--- config.mk ---
export PLATFORM = sky130hd
export DESIGN_NAME = cpu
export DESIGN_NICKNAME = d
export VERILOG_FILES = /design/src/rtl/cpu.sv
export SDC_FILE = /design/constraint.sdc
export NUM_CORES = 1
export LEC_CHECK = 0
export ABC_AREA = 1
export BUFFER_PORTS_ARGS = -buffer_cell sky130_fd_sc_hd__buf_4
export CORE_MARGIN = 5
export CORE_UTILIZATION = 35
export DETAILED_ROUTE_END_ITERATION = 8
export PLACE_DENSITY_LB_ADDON = 0.2
export REMOVE_ABC_BUFFERS = 1
export SYNTH_ARGS = -nofsm -noshare
export SYNTH_HDL_FRONTEND = slang
export SYNTH_SLANG_ARGS = --single-unit
--- constraint.sdc ---
create_clock -name clk -period 2.1 [get_ports clk]
set_input_delay 0.21 -clock clk [delete_from_list [all_inputs] [get_ports clk]]
set_output_delay 0.21 -clock clk [all_outputs]
set_load 0.005 [all_outputs]
--- src/rtl/cpu.sv ---
// cpu: two-cycle (FETCH/EXEC) 8-bit accumulator CPU driving an external 16-word memory.
// Build macro HALT_EN adds a HALT state entered by opcode 1111; without it 1111 is a NOP.
module cpu #(
   parameter int DATA_W = 8,
   parameter int ADDR_W = 4
) (
   input  logic              clk,
   input  logic              clr,
   output logic              read,
   output logic              write,
   input  logic [DATA_W-1:0] memoryOut,
   output logic [DATA_W-1:0] memoryIn,
   output logic [ADDR_W-1:0] address,
   output logic [1:0]        dbg_state_o,
   output logic [ADDR_W-1:0] dbg_pc_o,
   output logic [DATA_W-1:0] dbg_ir_o,
   output logic [DATA_W-1:0] dbg_ac_o
);

   typedef enum logic [1:0] {
      S_FETCH = 2'd0,
      S_EXEC  = 2'd1
`ifdef HALT_EN
      , S_HALT = 2'd2
`endif
   } state_t;

   typedef enum logic [3:0] {
      OP_ADD = 4'd0,
      OP_SUB = 4'd1,
      OP_AND = 4'd2,
      OP_OR  = 4'd3,
      OP_LDA = 4'd4,
      OP_STA = 4'd5,
      OP_JMP = 4'd6,
      OP_JZ  = 4'd7,
      OP_HLT = 4'd15
   } opcode_t;

   state_t            state_q, state_d;
   logic [ADDR_W-1:0] pc_q, pc_d;
   logic [DATA_W-1:0] ir_q, ir_d;
   logic [DATA_W-1:0] ac_q, ac_d;

   opcode_t           opcode;
   logic [ADDR_W-1:0] operand;
   logic [DATA_W-1:0] alu_res;
   logic              op_reads;
   logic              op_is_sta;
   logic              take_branch;

   assign opcode  = opcode_t'(ir_q[DATA_W-1 -: 4]);
   assign operand = ir_q[ADDR_W-1:0];

   // Memory strobes: read marks a cycle in which memoryOut is consumed at the next edge;
   // write marks a cycle in which memory captures memoryIn at address on the next edge.
   // The two are mutually exclusive and both are forced low while clr is high.
   assign memoryIn = ac_q;

   always_comb begin
      alu_res   = ac_q;
      op_reads  = 1'b0;
      op_is_sta = 1'b0;
      case (opcode)
         OP_ADD: begin alu_res = ac_q + memoryOut; op_reads = 1'b1; end
         OP_SUB: begin alu_res = ac_q - memoryOut; op_reads = 1'b1; end
         OP_AND: begin alu_res = ac_q & memoryOut; op_reads = 1'b1; end
         OP_OR:  begin alu_res = ac_q | memoryOut; op_reads = 1'b1; end
         OP_LDA: begin alu_res = memoryOut;        op_reads = 1'b1; end
         OP_STA: op_is_sta = 1'b1;
         default: alu_res = ac_q;
      endcase
   end

   assign take_branch = (opcode == OP_JMP) || ((opcode == OP_JZ) && (ac_q == '0));

   always_comb begin
      state_d = state_q;
      pc_d    = pc_q;
      ir_d    = ir_q;
      ac_d    = ac_q;
      read    = 1'b0;
      write   = 1'b0;
      address = '0;
      case (state_q)
         S_FETCH: begin
            address = pc_q;
            read    = 1'b1;
            ir_d    = memoryOut;
            pc_d    = pc_q + 1'b1;
            state_d = S_EXEC;
         end
         S_EXEC: begin
            address = operand;
            read    = op_reads;
            write   = op_is_sta;
            ac_d    = alu_res;
            state_d = S_FETCH;
            if (take_branch) begin
               pc_d = operand;
            end
`ifdef HALT_EN
            if (opcode == OP_HLT) begin
               state_d = S_HALT;
            end
`endif
         end
`ifdef HALT_EN
         S_HALT: begin
            address = pc_q;
         end
`endif
         default: state_d = S_FETCH;
      endcase
      if (clr) begin
         read    = 1'b0;
         write   = 1'b0;
         address = '0;
      end
   end

   always_ff @(posedge clk) begin
      if (clr) begin
         state_q <= S_FETCH;
         pc_q    <= '0;
         ir_q    <= '0;
         ac_q    <= '0;
      end else begin
         state_q <= state_d;
         pc_q    <= pc_d;
         ir_q    <= ir_d;
         ac_q    <= ac_d;
      end
   end

   assign dbg_state_o = state_q;
   assign dbg_pc_o    = pc_q;
   assign dbg_ir_o    = ir_q;
   assign dbg_ac_o    = ac_q;

endmodule

==> metrics.md <==
| Metric | Value |
|---|---|
| Status | `completed` |
| Hold violation count in the final report | `0` |
| WL final | `5080 microns` |
| Final Cell Area | `between 2000 and 2500 sq um` |
| TritonCTS Sinks | `21` |
| Cell area power density | `around 580 nW/um^2` |
| I/O Buffers | `44` |
| Initial DRT Pass Iterations | `4` |
| CP bufs+invs | `2` |
| Initial Utilization | `36.4%` |
| Setup violations, final | `0` |
| Critical Path Max Stage Delay | `0.35 ns` |
| Period minus WS final | `2.00 ns` |
| Share of layout cells above drive strength 1 | `31.7%` |
| Crit-path slowest cell | `dfxtp_2` |
| First-pass GRT wire length | `8100 microns` |
| Worst min-delay path class | `in -> reg` |
| Worst-case clock buffer depth | `2` |
| Hold-fix buffers, CTS | `0` |
| RSZ-0062 raised after global routing | `yes` |
| Worst EP required | `2.28 ns` |
| Tot GR Track Use | `around 16%` |
| WL/cell | `13.1 microns` |
| Post-synth ARST share | `0%` |
| Post-Route Utilization | `49.4%` |
| Slew Viols, Final | `0` |
| CP max FO | `5` |
| Fin Setup TNS | `0 ns` |
| Final ANT Viol Nets | `0` |
| Vias in the first global route | `1761` |
| Sequential area share after synthesis | `between 20% and 30%` |
| Hold Crit Depth | `3` |
| Static Leak | `between 1 and 1.5 nW` |
| WHS Endpoint | `dbg_ir_o[5]` |
| ANT cells | `0` |
| Synth cell types | `32` |
| Via/cell ratio | `4.76` |
| Total core area | `4790 sq um` |
| Flops & latches, synth | `21` |
| Max Clk Rate | `500 MHz` |
| Std-Cell Rows | `25` |
| Setup slack after placement | `-0.0942 ns` |
| Critical path origin | `dbg_ir_o[4]` |
| Congestion Overflow GR | `0` |
| FF-to-FF path depth | `13` |
| # H-tree levels | `1` |
| Area of the die | `6490 sq um` |
| Post-synth top flop | `dfxtp_1` |
| Die Span X | `80.6 microns` |
| Die H | `80.6 microns` |
| Top Ports | `46` |
| Max Cap Viol | `0` |
| Initial antenna violation count | `0` |
| Post-Synthesis Cells | `around 270` |
| DRC | `0` |
| Final worst setup slack | `0.0989 ns` |
| Yosys synthesis warning count | `0` |
| Critical path arrival | `approximately 2.2 ns` |
| Post-synth EDFFs | `0` |
| Post-Syn Area | `1740 sq um` |
| Area Growth Syn to Fin | `35.6%` |
| Reg-to-reg critical path startpoint | `dbg_ir_o[4]` |
| Number of CTS-inserted buffers | `3` |
| Largest net degree at the start of global routing | `18` |
| Crit. End Element | `register` |
| Min-delay src | `memoryOut[5]` |
| Layout Skew | `0.00239 ns` |
| WS Path Type | `reg -> reg` |
| Final cycle utilization of the critical path | `between 90% and 100%` |
| Cell Area, Placed | `2220 sq um` |
| CP delay by family, top | `simple AND/OR/NAND/NOR gates` |
| Via count | `1853` |
| Clk pin slew, worst setup/hold paths | `0.09 ns` |
| Layout Nets | `345` |
| Worst skew pair latency | `about 0.27 ns` |
| CTS root buf | `clkbuf_8` |
| VDD IR max | `0.307 mV` |
| Mean Syn Cell Area | `6.58 sq um` |
| Startpoint types | `register` |
| CTS tree | `yes` |
| Iter 0 DRT Violations | `83` |
| Routability cong. | `between 0.8 and 0.9` |
| Worst R2R Setup Slack | `a little under 0.1 ns` |
| R2R Path End | `dbg_ac_o[4]` |
| Crit path cell chain | `inv_2, nor2_4, nand2_4, nand2_4, xor2_1, ha_1, a21oi_1, o21ai_2, xor2_1, nand2_1, nand3_1, nand2_1, inv_1` |
| Dpl hpwl | `just under 4000 microns` |
## report_power, final
group / switching, mW / internal, mW / total, mW
logic: 0.318 / 0.287 / 0.605
registers: 0.0489 / 0.434 / 0.483
clock network: 0.159 / 0.133 / 0.292
## cells in the mapped netlist, types with 2 or more instances
| cell type | count | share of area [%] |
|---|---|---|
| nor3_1 | 2 | 0.57 |
| nand3_1 | 17 | 4.9 |
| o21ai_1 | 5 | 1.4 |
| o22ai_1 | 8 | 2.9 |
| dfxtp_1 | 21 | 24 |
| a21oi_1 | 26 | 7.5 |
| nor2_4 | 3 | 1.9 |
| o21ai_0 | 9 | 2.6 |
| nor2_1 | 22 | 4.7 |
| xor2_1 | 8 | 4.0 |
| or2_2 | 2 | 0.72 |
| clkbuf_1 | 3 | 0.65 |
| ha_1 | 11 | 7.9 |
| nand2_1 | 56 | 12 |
| inv_2 | 4 | 0.86 |
| inv_1 | 34 | 7.3 |
| nand3b_1 | 3 | 1.3 |
| buf_4 | 9 | 3.9 |
| nand2_4 | 2 | 1.3 |
| nand4_1 | 4 | 1.4 |
| nand2_2 | 5 | 1.8 |
## through the flow
step	cells	power [mW]	hold slack [ns]
final	389	1.38	0.202
after global routing	389	1.48	0.230
after CTS	387	1.35	0.204
after detailed placement	383	1.05	0.487
after global placement	383	1.05	0.466
after floorplan	252	0.806	0.279
## per-layer routing
layer,part of all wire [%],wire [microns],vias to the layer above,global-route usage [%]
met1,45,2310,824,20.4
met5,0,0,-,0
met3,4.9,248,7,1.91
met2,48,2440,51,27.2
li1,-,-,971,-
met4,1.7,84,0,5.91
## cells by family (layout without fill, tap and decap cells)
family                   after synthesis  in the layout  synth area share, %
AND/OR/NAND/NOR                      118            118                 32.1
AO/OA/AOI/OAI                         52             52                 16.7
buffers and inverters                 52            109                 13.4
flip-flops                            21             21                 24.1
adder cells (fa/ha/maj)               12             12                 9.05
XOR/XNOR                               9              9                 4.52
other                                  1              1                0.215
## final cells by class
cell class	count	area, sq um
clock buffers	3	41.3
clock inverters	1	5.00
fillers	500	2420
inverters	39	149
multi-input cells	192	1160
flip-flops and latches	21	424
well taps	67	83.8
repair buffers	66	503
## state kept, by name, indices dropped and copies added (netlist names)
name,cells
dbg_ac_o,8
dbg_ir_o,8
dbg_pc_o,4
dbg_state_o,1
## worst min-delay path: stages
cell     delay [ns]
buf_4          0.11
nand2_1        0.05
o21ai_0        0.07
## cells in the final DEF (no fill, tap or decap), types with 2 or more instances in the layout
cell	instances
ha_4	2
a21oi_2	2
clkbuf_8	3
nor2_1	22
nand2_4	2
ha_1	9
or2_2	2
o21ai_0	7
xor2_1	7
nand3_1	17
nand3b_1	3
a21oi_1	24
buf_4	64
nor2_4	3
dfxtp_1	18
buf_6	2
o22ai_1	8
dfxtp_2	3
nand2_1	54
inv_1	34
inv_2	4
o21ai_1	6
nand4_1	4
nand2_2	7
## worst max-delay path by stage
stage	slack, ns	cells after the start	end
floorplan	0.06	11	dbg_ac_o[6]
global placement	-0.05	17	dbg_ac_o[7]
detailed placement	-0.09	19	dbg_ac_o[7]
CTS	0.009	13	dbg_ac_o[7]
global route	-0.08	16	dbg_ac_o[7]
finish	0.1	13	dbg_ac_o[4]
## what timing repair did
action	in CTS	in global routing
setup buffers	0	2
setup endpoints to repair	0	5
gates resized for setup	0	18
(Power assumes the default switching activity.)
